<file path="config.mk">
export PLATFORM = sky130hd
export DESIGN_NAME = fifo
export DESIGN_NICKNAME = d
export VERILOG_FILES = /design/src/rtl/fifo.sv
export SDC_FILE = /design/constraint.sdc
export NUM_CORES = 1
export LEC_CHECK = 0
export ABC_AREA = 1
export CAP_MARGIN = 40
export CELL_PAD_IN_SITES_DETAIL_PLACEMENT = 1
export CELL_PAD_IN_SITES_GLOBAL_PLACEMENT = 1
export CORE_MARGIN = 2
export CORE_UTILIZATION = 40
export CTS_CLUSTER_DIAMETER = 30
export DETAILED_ROUTE_END_ITERATION = 6
export GPL_TIMING_DRIVEN = 1
export PLACE_DENSITY = 0.82
export SYNTH_ARGS = -nofsm -noshare
export SYNTH_HDL_FRONTEND = slang
export SYNTH_SLANG_ARGS = --single-unit
</file>
<file path="constraint.sdc">
create_clock -name clk_i -period 2.15 [get_ports clk_i]
set_input_delay 0.43 -clock clk_i [delete_from_list [all_inputs] [get_ports clk_i]]
set_output_delay 0.43 -clock clk_i [all_outputs]
set_load 0.01 [all_outputs]
</file>
<file path="src/rtl/fifo.sv">
// Synchronous first-word-fall-through FIFO with occupancy flags.
// The storage, pointers and count clear asynchronously on rst_i. DEPTH does not need to be a power of two.
module fifo #(
  parameter int WIDTH = 8,
  parameter int DEPTH = 4
) (
  input  logic             clk_i,
  input  logic             rst_i,
  input  logic             push_i,
  input  logic             pop_i,
  input  logic [WIDTH-1:0] data_i,
  output logic [WIDTH-1:0] data_o,
  output logic             full_o,
  output logic             empty_o,
  output logic             nearly_full_o,
  output logic             nearly_empty_o
);

  localparam int PTR_W = (DEPTH > 1) ? $clog2(DEPTH) : 1;
  localparam int CNT_W = $clog2(DEPTH + 1);

  typedef logic [PTR_W-1:0] ptr_t;
  typedef logic [CNT_W-1:0] cnt_t;

  localparam ptr_t LAST_PTR  = ptr_t'(DEPTH - 1);
  localparam cnt_t FULL_CNT  = cnt_t'(DEPTH);
  localparam cnt_t NFULL_CNT = cnt_t'(DEPTH - 1);
  localparam cnt_t ONE_CNT   = cnt_t'(1);

  logic [WIDTH-1:0] mem [DEPTH];
  ptr_t             wr_ptr;
  ptr_t             rd_ptr;
  cnt_t             count;
  logic             do_push;
  logic             do_pop;

  // An explicit wrap lets DEPTH be any value, not only a power of two.
  function automatic ptr_t next_ptr(input ptr_t p);
    return (p == LAST_PTR) ? '0 : p + ptr_t'(1);
  endfunction

  assign do_push = push_i && !full_o;
  assign do_pop  = pop_i  && !empty_o;

  // NOTE: the storage is cleared on reset so that data_o reads 0 after reset.
  // Without this reset the array could map onto plain RAM.
  always_ff @(posedge clk_i or posedge rst_i) begin
    if (rst_i) begin
      mem    <= '{default: '0};
      wr_ptr <= '0;
      rd_ptr <= '0;
      count  <= '0;
    end else begin
      if (do_push) begin
        mem[wr_ptr] <= data_i;
        wr_ptr      <= next_ptr(wr_ptr);
      end
      if (do_pop) begin
        rd_ptr <= next_ptr(rd_ptr);
      end
      unique case ({do_push, do_pop})
        2'b10:   count <= count + ONE_CNT;
        2'b01:   count <= count - ONE_CNT;
        default: count <= count;
      endcase
    end
  end

  // The flags are decoded from the registered count only, so they change one cycle after the push or pop edge.
  assign data_o         = mem[rd_ptr];
  assign full_o         = (count == FULL_CNT);
  assign empty_o        = (count == '0);
  assign nearly_full_o  = (count == NFULL_CNT);
  assign nearly_empty_o = (count == ONE_CNT);

endmodule

</file>
# Yosys cells after proc, flatten, opt, wreduce, memory -nomap -nowiden
# Index checks and enable logic that the tools add are counted.
[totals]
register_bits = 39
inputBits = 12
output_inout_bits = 12
elab_cells = 39
[classes]
n_addsub = 4
order_cmp = 3
eq_ne = 7
muxes = 9
bitwise = 2
reduce_logical = 7
[ops]
columns = ["operator", "count"]
rows = [
  ["32-bit bitwise mux", 1],
  ["8-bit two-way mux", 3],
  ["8-bit binary-select mux with 2-bit select", 1],
  ["8-bit demux with 2-bit select", 1],
  ["2-bit equality test (second input constant)", 3],
  ["3-bit >= comparator (second input constant)", 2],
  ["2-bit NOT with 3-bit output", 2],
  ["3-bit case mux with 2 select lines", 1],
  ["2-bit by 1-bit adder with 2-bit output (second input constant)", 2],
  ["2-bit two-way mux", 2],
  ["3-bit by 1-bit adder with 3-bit output (second input constant)", 1],
  ["3-bit by 1-bit equality test with 1-bit output (second input constant)", 1],
  ["3-bit by 2-bit equality test with 1-bit output (second input constant)", 1],
  ["3-bit equality test (second input constant)", 1],
  ["1-bit logical AND", 3],
  ["3-bit logical NOT", 1],
  ["3-bit by 1-bit less-than comparator with 1-bit output (second input constant)", 1],
  ["3-bit by 1-bit subtractor with 3-bit output (second input constant)", 1],
  ["2-bit by 1-bit equality test with 1-bit output (second input constant)", 1],
  ["1-bit logical NOT", 2],
  ["2-bit nonzero test", 1],
]

# Longest topological paths before layout
# Gate-level depths: netlist (run 1).
[logic_depth]
ltp_word = 6
ltp_mapped = 12
ltp_nobuf = 12

# Worst setup path before layout (run 1)
# Ideal clock, no wire load.
[synth_timing]
path_kind = "register to register"
start = "reg count[0]"
end = "reg count[2]"
setup_ps = 113
arrival_ps = 1596
t_required_ps = 2037
slack_ps = 441
stages_incl_launch_ff = 12
path_buffers = 0
period_less_slack_ps = 1709
path_cell_list = "dfrtp_1 -> inv_1 -> ha_1 -> inv_1 -> nor2_1 -> nor2_1 -> ha_1 -> inv_1 -> nand2_1 -> nand2_1 -> nand2_1 -> inv_1"
[synth_via]
elab_chain_len = 5
word_cells_on_any_way = 12
cone_classes = "add/sub (2); eq/ne (3); mux (1); reduce/logical (6)"
[synth_rtl]
columns = ["element", "line", "rtl"]
rows = [
  ["start, declared", "33", "cnt_t count;"],
  ["start signal, assigned", "62", "2'b10: count <= count + ONE_CNT;"],
  ["start signal, assigned", "63", "2'b01: count <= count - ONE_CNT;"],
  ["start signal, assigned", "64", "default: count <= count;"],
  ["3-bit logical NOT (*)", "72", "assign empty_o = (count == '0);"],
  ["named net empty_o", "14", "output logic empty_o,"],
  ["1-bit logical NOT (*)", "43", "assign do_pop = pop_i && !empty_o;"],
  ["1-bit logical AND (*)", "43", ""],
  ["named net do_pop", "35", "logic do_pop;"],
  ["2-bit by 1-bit equality test with 1-bit output / 2-bit equality test (equally long branches)", "61", "unique case ({do_push, do_pop})"],
  ["3-bit case mux with 2 select lines / 2-bit nonzero test (equally long branches)", "-", ""],
]
# The timed path passes the listed nets; every way through them passes the cells marked *.
# A chain may end at the register's enable or synchronous reset.

# Worst setup path in the final report (run 1)
[layout_timing]
start = "reg count[0]"
end = "out nearly_full_o"
[layout_via]
elab_chain_len = 1
[layout_rtl]
columns = ["element", "line", "rtl"]
rows = [
  ["3-bit by 2-bit equality test with 1-bit output", "73", "assign nearly_full_o = (count == NFULL_CNT);"],
  ["end, declared", "15", "output logic nearly_full_o,"],
]
# No other way between the ends.

==> results.md, run 1 <==
Critical path:
- STA puts the critical path data required time at 1.72 ns.
- Data on the critical path arrives at its endpoint at 1.67 ns.
- The critical path capture point type is an output pin.
- The largest fanout on the critical path is 3.
- The worst setup path is launched from a flop.
- The critical path is of the reg -> out type.
- The depth of the most critical reg-to-reg path is 11.

Routing:
- The number of antenna-violating nets in the routed design is 0.
- The routed length per instance is 13.4 um.
- The first TritonRoute pass finished after 4 iterations.
- The number of DRC violations after detailed routing is 0.
- The number of design-rule violations left by the first detailed-router iteration is 48.
- The detailed-route wire length is 4.45 mm.
- The post-detailed-route via-to-cell ratio is 4.78.
- Summing over every cut layer, the via total after detailed routing is 1,581.

STA:
- In the final timing run, aggregate negative setup slack is 0 ns.
- The final-report hold violation count is 0.
- The setup violation total in the final timing report is 0.
- The worst-case clock skew is 0.00803 ns.
- The worst pin sits at a relative slew slack of 0.670.
- The ratio of final minimum period to clock period is 0.975.
- At the pin with the least slew margin, the transition time is 0.495 ns.
- Static timing analysis puts the maximum clock frequency at 477 MHz.
- The final number of max-transition violations is 0.
- Across all hold checks on the routed design, the worst slack comes to 0.490 ns.
- Setup repair after global routing left no endpoint under its margin.
- The routed design could run at a clock period as short as 2.10 ns.

Layout:
- Compared with the post-synthesis result, the final layout area differs by 21.3%.
- 0 antenna diodes ended up in the layout.
- The share of post-route cells with drive strength above 1 is 0.0947.
- For this run, the post-layout net count is 287.
- The fill cell total of the finished layout is 587.

Floorplanning:
- The initialized floorplan defines 25 standard-cell rows.
- The floorplan step defined a die boundary enclosing 5620 um2.
- The die extent in y is 75.0 um.
- The effective utilization at floorplan is 0.421.
- The floorplan step defined a core boundary enclosing 4790 um2.
- The count of pins on the block boundary is 24.
- Measured along the x axis, the die boundary spans 75.0 um.

Clock tree:
- Clock-pin slew was measured on the worst setup and hold paths at 0.08 ns.
- The TritonCTS clock tree is yes.
- Clock tree synthesis found a total of 39 sinks.
- The quantity of hold-fixing buffers added after cts is 0.
- The root cell of the clock tree is sky130_fd_sc_hd__clkbuf_8.
- The H-tree depth is 2.
- The clock passes through at most 2 buffers.
- The CTS buffer count is 5.
- The insertion delay of the later-clocked pin in the worst-skew pair is 0.29 ns.

GRT:
- The number of global-route vias before repair is 1,651.
- The overall overflow remaining after global route is 0.
- The first global-routing pass estimated 7.66 mm of wire.
- The number of antenna violations at the first check in global routing came to 0.
- The total global routing track utilization is 0.178.
- The maximum number of pins on one net before global-route repair is 40.

Logic synthesis:
- Counting flops and latches in the post-synthesis netlist gives 39.
- The share of the Yosys chip area taken by registers is 0.484.
- The share of synthesized area in the top cell type comes to 0.484.
- After technology mapping, the gate count stands at 237.
- The netlist area before placement is 2010 um2.
- In the post-synthesis netlist, the biggest area contributors are sky130_fd_sc_hd__dfrtp_1 48%, sky130_fd_sc_hd__nand2_1 14%, sky130_fd_sc_hd__inv_1 7.3%.
- For this run, the number of Yosys warnings is 0.
- The average cell area after synthesis is 8.50 um2.
- The synthesized netlist net count is 260.
- Counting distinct cell types in the post-synthesis netlist gives 17.
- The cell type with the largest total area after synthesis is sky130_fd_sc_hd__dfrtp_1.

Power:
- Of the total power, the share spent switching nets is 0.397.
- The internal power of the cells totals 2.25 mW.
- The clock share of power is 0.157.
- The share of total power dissipated in sequential elements is 0.347.
- The analysis attributes to net switching a power of 1.48 mW.
- IR analysis of the VDD net gives a maximum drop of 0.705 mV.
- Dividing total power by cell area gives a power density of 1530 nW/um2.
- Of the total power, combinational logic draws 0.496.
- The total design power is 3.73 mW.
- The analysis attributes to cell leakage a power of 1.28 nW.

Placed design:
- Routability-driven placement finished with a final weighted congestion of 0.714.
- The count of input and output buffers is 23.
- The HPWL after detailed placement is 3.04 mm.

Run:
- The count of maximum capacitance violations is 0.

Hold path:
- The cell count of the worst hold path is 2.
- The type of the worst min-delay path is reg -> reg.

Outcome:
- The flow ran to the end, and the final reports show no timing, DRC or antenna violations.
[critical path, cell delays in order, from the launching register on]
cell                              delay [ns]
sky130_fd_sc_hd__dfrtp_1                0.38
sky130_fd_sc_hd__buf_4                  0.15
sky130_fd_sc_hd__ha_1                   0.20
sky130_fd_sc_hd__ha_1                   0.18
sky130_fd_sc_hd__clkdlybuf4s50_1        0.47
[cell type report]
type	count	area, um2	share of cell area
Clock inverter	1	30.0	0.0123
Inverter	39	146	0.0599
Sequential cell	39	977	0.400
Timing Repair Buffer	29	299	0.122
Multi-Input combinational cell	150	835	0.342
Tap cell	67	83.8	0.0343
Clock buffer	6	72.6	0.0297
[cell usage after synthesis (all sizes together)]
cell type / number
nand2: 74
dfrtp: 39
inv: 39
o21ai: 33
o211ai: 16
ha: 11
buf: 9
nor2: 7
nand3: 5
a21oi: 2
xnor2: 1
xor2: 1
[power by group through the flow]
stage               Combinational, mW  Sequential, mW  Clock, mW
CTS                              1.84            1.31      0.597
global placement                 1.74            1.29          0
floorplan                        1.23            1.24          0
global route                     2.13            1.34      0.629
detailed placement               1.81            1.31          0
finish                           1.85            1.29      0.587
[layout by cell type, fill, tap and decap left out]
master                            netlist  routed
sky130_fd_sc_hd__nand2_1               73      73
sky130_fd_sc_hd__dfrtp_1               39      38
sky130_fd_sc_hd__inv_1                 39      37
sky130_fd_sc_hd__o21ai_1               20      20
sky130_fd_sc_hd__clkdlybuf4s50_1        0      17
sky130_fd_sc_hd__o211ai_1              16      16
sky130_fd_sc_hd__ha_1                  11      10
sky130_fd_sc_hd__o21ai_0                9       9
sky130_fd_sc_hd__nor2_1                 7       7
sky130_fd_sc_hd__clkbuf_8               0       5
sky130_fd_sc_hd__dlymetal6s2s_1         0       5
sky130_fd_sc_hd__buf_4                  0       5
sky130_fd_sc_hd__nand3_2                4       4
sky130_fd_sc_hd__o21ai_2                4       4
sky130_fd_sc_hd__a21oi_1                2       2
sky130_fd_sc_hd__inv_2                  0       2
sky130_fd_sc_hd__nand2_4                1       1
sky130_fd_sc_hd__xnor2_1                1       1
sky130_fd_sc_hd__xor2_1                 1       1
sky130_fd_sc_hd__nand3_1                1       1
sky130_fd_sc_hd__ha_4                   0       1
sky130_fd_sc_hd__bufinv_16              0       1
sky130_fd_sc_hd__clkbuf_1               0       1
sky130_fd_sc_hd__dlygate4sd2_1          0       1
sky130_fd_sc_hd__buf_12                 0       1
sky130_fd_sc_hd__dfrtp_2                0       1
[through the flow]
step / std cells / setup slack, ns / instance area, um2 / utilization
after detailed placement: 322 / 0.226 / 2300 / 0.481
final: 331 / 0.0529 / 2440 / 0.511
after global placement: 322 / 0.295 / 2300 / 0.481
after floorplan: 237 / 0.441 / 2010 / -
after CTS: 329 / 0.00186 / 2410 / 0.503
after global routing: 331 / 0.00243 / 2440 / 0.511
[what timing repair did]
action | in CTS | in global routing
gates resized for setup | 4 | 7
buffers inserted | 0 | 2
setup endpoints to repair | 6 | 9
[state kept, by name (all words and copies together), names as in the netlist]
name,cells
wr_ptr,2
mem,32
rd_ptr,2
count,3
[logic make-up (layout without fill, tap and decap cells)]
family	count (synthesis)	count (layout)	synth area share
adders and majority gates	11	11	0.0683
AOI/OAI and AO/OA	51	51	0.154
buffers and inverters	48	75	0.107
DFF	39	39	0.484
and+or+nand+nor	86	86	0.177
xor gates and xnor gates	2	2	0.00870
[worst paths after layout]
check                         start  slack (ns)            end
setup reg to reg           count[0]        0.49       count[2]
setup / recovery           count[0]        0.05  nearly_full_o
max in group asynchronous     rst_i        1.21      rd_ptr[0]
min in group asynchronous     rst_i        0.57         mem[3]
hold reg to reg              mem[9]        0.49         mem[9]
hold / removal               mem[9]        0.49         mem[9]
[per-layer routing]
layer  track usage  routed length [um]
met2         0.301                2140
met4        0.0298                  30
met5             0                   0
met1         0.242                2160
met3        0.0361                 114
Note: power is estimated with default switching activity, not from simulation.
==> run 2, diff against run 1 <==
MAX_ROUTING_LAYER = met4   (was unset)
==> results.md, run 2 (same netlist as run 1, synthesis figures left out) <==
GRT:
- The number of global-route vias before repair came to 1,653.
- In the global route stage, overall resource usage came out at 0.184.
- Summed over all layers, the global routing overflow is 0.
- The maximum number of pins on one net before global-route repair is 40.
- The first-pass GRT wire length is 7.66 mm.
- The number of antenna violations at the first check in global routing is 0.

Clock tree:
- Counting along the longest clock path gives a buffer depth of 2.
- The H-tree depth is 2.
- The insertion delay of the later-clocked pin in the worst-skew pair is 0.28 ns.
- TritonCTS built the clock tree.
- In this run the clock root is driven by a sky130_fd_sc_hd__clkbuf_8.
- The clock-pin slew reported for the worst setup and hold paths after clock tree synthesis is 0.08 ns.
- The total clock sinks is 39.
- Clock tree synthesis inserted a total of 5 buffers.
- The quantity of hold-fixing buffers added after cts is 0.

Power:
- The highest ir drop seen on vdd is 0.703 mV.
- In this run the static leakage power is 1.28 nW.
- The total power per unit cell area is 1530 nW/um2.

Floorplanning:
- The count of pins on the block boundary is 24.
- The row count is 25.
- From left edge to right edge, the die measures 75.0 um.
- The placeable core area is 4790 um2.
- The area of the die is 5620 um2.
- The die extent in y is 75.0 um.
- For this configuration, the core starts out at a cell density of 0.421.

Outcome:
- The run finished with clean final reports.

STA:
- The worst-case clock skew is 0.00736 ns.
- The final-report hold violation count is 0.
- The worst hold slack after final layout is 0.490 ns.
- Derived from the worst setup path, the maximum achievable clock frequency is 477 MHz.
- The ratio of final minimum period to clock period is 0.975.
- Setup repair after global routing left no endpoint under its margin.
- Counting I/O delays and the setup requirement, the final critical path takes 2.10 ns.
- For the pin with the worst max-slew slack, the measured transition is 0.497 ns.
- Setup violations remaining at the end of the flow were counted as 0.
- Adding up every negative setup slack in the final design gives 0 ns.
- The final number of max-transition violations is 0.
- The remaining max-slew budget at the tightest pin is 0.669.

Critical path:
- The worst setup path is captured at an output pin.
- The number of cells on the worst reg-to-reg path is 11.
- The worst register-to-register path begins at count[0].
- In this design, the stage delay of the slowest critical-path cell is 0.47 ns.
- The endpoint identified for the worst register-to-register timing path is count[2].
- Among all stages on the critical path, the largest delay is contributed by sky130_fd_sc_hd__clkdlybuf4s50_1.
- The critical path launch point type is a flop.
- The most prevalent standard cell on the critical path is sky130_fd_sc_hd__ha_1.
- The largest fanout on the critical path is 3.
- The register-to-register path setup slack is 0.49 ns.
- Data on the critical path is required at its endpoint by 1.72 ns.
- The top cell family by delay on the critical path is buffers and inverters.
- The buffer and inverter count on the worst path is 2.
- The endpoint arrival time on the critical path is 1.67 ns.
- The worst setup path is of the reg -> out kind.
- Walking the worst path, the cells encountered are buf_4, ha_1, ha_1, clkdlybuf4s50_1.

Layout:
- More flip-flops sit in one register than any other, and that register is mem.
- The signed area change from the synthesized netlist to the final layout is 21.3%.
- In the layout the commonest cells are 73 x sky130_fd_sc_hd__nand2_1, 38 x sky130_fd_sc_hd__dfrtp_1, 37 x sky130_fd_sc_hd__inv_1, 20 x sky130_fd_sc_hd__o21ai_1, 17 x sky130_fd_sc_hd__clkdlybuf4s50_1.
- The most frequent standard cell in the layout excluding fill and tap cells is sky130_fd_sc_hd__nand2_1.
- The fill cell total of the finished layout is 587.
- The total number of nets in the final design is 287.
- The sequential cells in the finished layout cover a total of 977 um2.
- The total inserted antenna cells is 0.
- In the final layout, the registers with the most flip-flops are mem x32, count x3.
- The number of flip-flops in the largest register is 32.
- The post-route cell area is 2440 um2.
- The area of the multi-input gates is 835 um2.
- In the final layout, the share of cells above drive strength 1 is 0.0947.

Routing:
- Dividing the detail-routed wire length by the instance count gives 13.4 um.
- The number of design-rule violations left by the first detailed-router iteration is 52.
- The total number of vias is 1,583.
- In the routed layout, each cell is associated on average with a via count of 4.78.
- The number of antenna-violating nets in the routed design is 0.
- In the routed design, unresolved DRC markers number 0.
- After detailed routing, the total wire length is 4.44 mm.
- The first TritonRoute pass finished after 4 iterations.

Placed design:
- The placer's final routability congestion estimate is 0.723.
- Detailed placement finished with a half-perimeter wire length of 3.04 mm.
- In this run the tool buffered the top-level ports with 23 buffer cells.
- The placement-stage cell area is 2300 um2.

Run:
- The count of maximum capacitance violations is 0.

Hold path:
- The type of the worst min-delay path is reg -> reg.
- The source of the worst hold timing path is mem[9].
- The hold path endpoint is mem[9].
- Along the worst hold path, the cell count comes to 2.
-- run 2: cell counts in the layout (fill, tap and decap cells not counted) --
No cell type changed its count.
-- run 2: through the flow --
stage / power (mW) / util / setup slack [ns] / instances
2_1_floorplan: 2.47 / - / 0.441 / 237
3_3_place_gp: 3.03 / 0.481 / 0.295 / 322
3_5_place_dp: 3.13 / 0.481 / 0.226 / 322
4_1_cts: 3.74 / 0.503 / 0.00186 / 329
5_1_grt: 4.09 / 0.511 / 0.00243 / 331
6_report: 3.73 / 0.511 / 0.0528 / 331
-- run 2: worst max path at each step --
| stage | start | endpoint | slack [ns] | cells after the start |
|---|---|---|---|---|
| after floorplan | count[0] | count[2] | 0.44 | 11 |
| after CTS | count[0] | full_o | 0.002 | 5 |
| final | count[0] | nearly_full_o | 0.05 | 4 |
| after global placement | count[0] | empty_o | 0.30 | 5 |
| after detailed placement | count[0] | empty_o | 0.23 | 5 |
| after global routing | count[0] | nearly_full_o | 0.002 | 4 |
-- run 2: where the power goes --
group | internal, mW | leakage [nW] | switching (mW) | total (mW)
logic | 0.830 | 0.750 | 1.02 | 1.85
registers | 1.08 | 0.483 | 0.215 | 1.29
clock network | 0.340 | 0.0513 | 0.246 | 0.586
total | 2.25 | 1.28 | 1.48 | 3.73
-- run 2: routing by layer --
layer | vias up | routed length (um) | track usage
met5 | - | 0 | -
met2 | 18 | 2150 | 0.302
li1 | 799 | - | -
met4 | 0 | 30 | 0.0298
met3 | 4 | 114 | 0.0361
met1 | 762 | 2150 | 0.241
-- run 2: worst register-to-register path, cell delays in order, from the launching register on --
cell	delay, ns
sky130_fd_sc_hd__dfrtp_1	0.38
sky130_fd_sc_hd__inv_1	0.12
sky130_fd_sc_hd__ha_4	0.17
sky130_fd_sc_hd__inv_1	0.05
sky130_fd_sc_hd__nor2_1	0.12
sky130_fd_sc_hd__nor2_1	0.10
sky130_fd_sc_hd__ha_1	0.34
sky130_fd_sc_hd__inv_1	0.09
sky130_fd_sc_hd__nand2_1	0.07
sky130_fd_sc_hd__nand2_1	0.05
sky130_fd_sc_hd__nand2_1	0.06
sky130_fd_sc_hd__inv_1	0.03
-- run 2: timing repair --
action                     4_1_cts  5_1_grt
setup endpoints to repair        6        9
resized for setup                4        7
setup buffers                    0        2
-- run 2: cell type report --
type,count,share of cell area
tap,67,0.0343
sequential,39,0.400
timing repair buffer,29,0.122
clock buffer,6,0.0297
clock inverter,1,0.0123
inverter,39,0.0599
multi-input combinational,150,0.342
==> RTL edit (config.mk and constraints of run 1) <==
Change the parameter `WIDTH` from 8 to 10.
--- a/src/rtl/fifo.sv
+++ b/src/rtl/fifo.sv
@@ -3,3 +3,3 @@
 module fifo #(
-  parameter int WIDTH = 8,
+  parameter int WIDTH = 10,
   parameter int DEPTH = 4
Ports: changed (resized data_i and data_o); port bits go from 24 to 28. The function was not compared with the original's and may differ.
==> RTL edit against run 1 <==
Design area up 16%. Utilization down 2.5 points. Total power grew 10%. Routed wire length up 15%. Die area rose by 18%. Largest power group unchanged. Sequential cell count up 8. Critical path depth grew 1. Worst setup slack better by 13 ps. Sequential power is 19% higher. Largest cell class unchanged. Synthesized area is 19% higher. Critical endpoint is now nearly_empty_o. Combinational power rose by 11%. Synthesized cell count up 19%. Critical path type unchanged. Non-clock buffer count increased by 4. Maximum frequency grew 0.60%.
==> RTL edit: results (changes against run 1) <==
| Metric | This run | Change |
|---|---|---|
| Maximum number of pins on one net before global-route repair | 48 | was 40 |
| Placed cell count | 375 | was 322 |
| Synth cell types | 18 | was 17 |
| Port Buffers | 27 | was 23 |
| Count of nets after finishing | 333 | was 287 |
| Gpl congestion | 0.744 | was 0.714 |
| Global-route wire length before repair | 8770 µm | was 7660 µm |
| Most instantiated cells after synthesis | nand2_1, dfrtp_1, inv_1 | unchanged |
| Worst IR Drop VDD | 0.576 mV | was 0.705 mV |
| Worst min path class | input pin to asynchronous set/reset pin | was register to register |
| Worst Clk Skew | 12.8 ps | was 8.03 ps |
| Share of flip-flops with an asynchronous set or reset | 100% | unchanged |
| Number of global-route vias before repair | 1941 | was 1651 |
| Instance count of the mapped netlist | 282 | was 237 |
| Registers with the most flip-flops | mem x40, count x3 | was mem x32, count x3 |
| Per-cell via count in the routed design | 4.83 | was 4.78 |
| R2r setup slk | 440 ps | was 490 ps |
| Portion of synthesized cell area occupied by the leading cell type | 48.9% | was 48.4% |
| Net Count, Synth | 307 | was 260 |
| Routed wirelength normalized by instance count | 13.3 µm | was 13.4 µm |
| Worst slack at placement | 221 ps | was 226 ps |
| Result of the run | finished, final reports clean | unchanged |
| Register area share after synthesis | 48.9% | was 48.4% |
| Clock buffer count from CTS | 5 | unchanged |
| Tightest Pin Transition | 411 ps | was 495 ps |
| HPWL after detailed placement | 3510 µm | was 3040 µm |
| Fraction of layout instances using a drive strength above 1 | 7.77% | was 9.47% |
| Leak pwr | 1.54 nW | was 1.28 nW |
| DRC violation total after the first TritonRoute iteration | 64 | was 48 |
| Clock latency at the later pin of the worst-skew pair | 300 ps |  |
| Switching pwr | 0.00168 W | was 0.00148 W |
| CP arrival | 1650 ps | was 1670 ps |
| Number of slew-limit violations in the final report | 0 | unchanged |
| Critical path fanouts, max | 4 | was 3 |
| GRT Util Overall | 17.4% | was 17.8% |
| Biggest area contributors in the synthesized netlist | dfrtp_1, nand2_1, inv_1 | unchanged |
RTL edit: kinds of logic (layout without fill, tap and decap cells):
family | after synthesis | after routing | share of synthesized area [%]
xor gates and xnor gates | 2 | 2 | 0.728
AOI/OAI and AO/OA | 63 | 63 | 15.7
adders and majority gates | 11 | 11 | 5.72
and+or+nand+nor | 100 | 100 | 17.0
DFF | 47 | 47 | 48.9
buffers and inverters | 59 | 86 | 12.0
RTL edit: area by class of cell:
cell class,instances,area [µm²]
Sequential cell,47,1180
Clock inverter,1,5.00
Fill cell,695,3010
Timing Repair Buffer,33,367
Clock buffer,7,76.3
Tap cell,75,93.8
Inverter,45,170
Multi-Input combinational cell,176,953
RTL edit: routing by layer:
layer  track usage [%]  vias to the layer above  share of wire, %
met5                 0                        -                 0
met4              6.61                        0               1.4
met3              2.97                        8               2.9
met2              31.1                       17                50
met1              21.0                      891                45
li1                  -                      938                 -
RTL edit: what timing repair did:
action,4_1_cts,5_1_grt
gates resized for setup,6,11
buffers inserted,0,1
setup endpoints to repair,12,11
RTL edit: worst max-delay path, cell delays in order (launching register included):
cell             delay, ps
dfrtp_1                430
buf_4                  140
ha_1                   130
inv_1                   40
nor2_1                  70
clkdlybuf4s50_1        540
RTL edit: power by group through the flow:
stage / Sequential (W) / Combinational [W] / Clock, W
after floorplan: 0.00149 / 0.00143 / 0
after global placement: 0.00153 / 0.00202 / 0
after detailed placement: 0.00156 / 0.00211 / 0
after CTS: 0.00154 / 0.00214 / 0.000536
after global routing: 0.00159 / 0.00235 / 0.000582
final: 0.00154 / 0.00205 / 0.000522
RTL edit: per-stage QoR:
step	hold slack (ps)	total power [W]
after floorplan	453	0.00292
after global routing	497	0.00453
after CTS	486	0.00422
after detailed placement	471	0.00366
final	476	0.00412
after global placement	466	0.00355
RTL edit: worst max-delay path by stage:
stage                     startpoint              endpoint  slack (ps)
2_1_floorplan   count[0]$_DFFE_PP0P_  count[2]$_DFFE_PP0P_         440
3_5_place_dp    count[1]$_DFFE_PP0P_               empty_o         220
5_1_grt         count[0]$_DFFE_PP0P_        nearly_empty_o           2
6_report        count[0]$_DFFE_PP0P_        nearly_empty_o          70
4_1_cts        rd_ptr[0]$_DFFE_PP0P_             data_o[9]           5
3_3_place_gp   rd_ptr[1]$_DFFE_PP0P_             data_o[8]         290
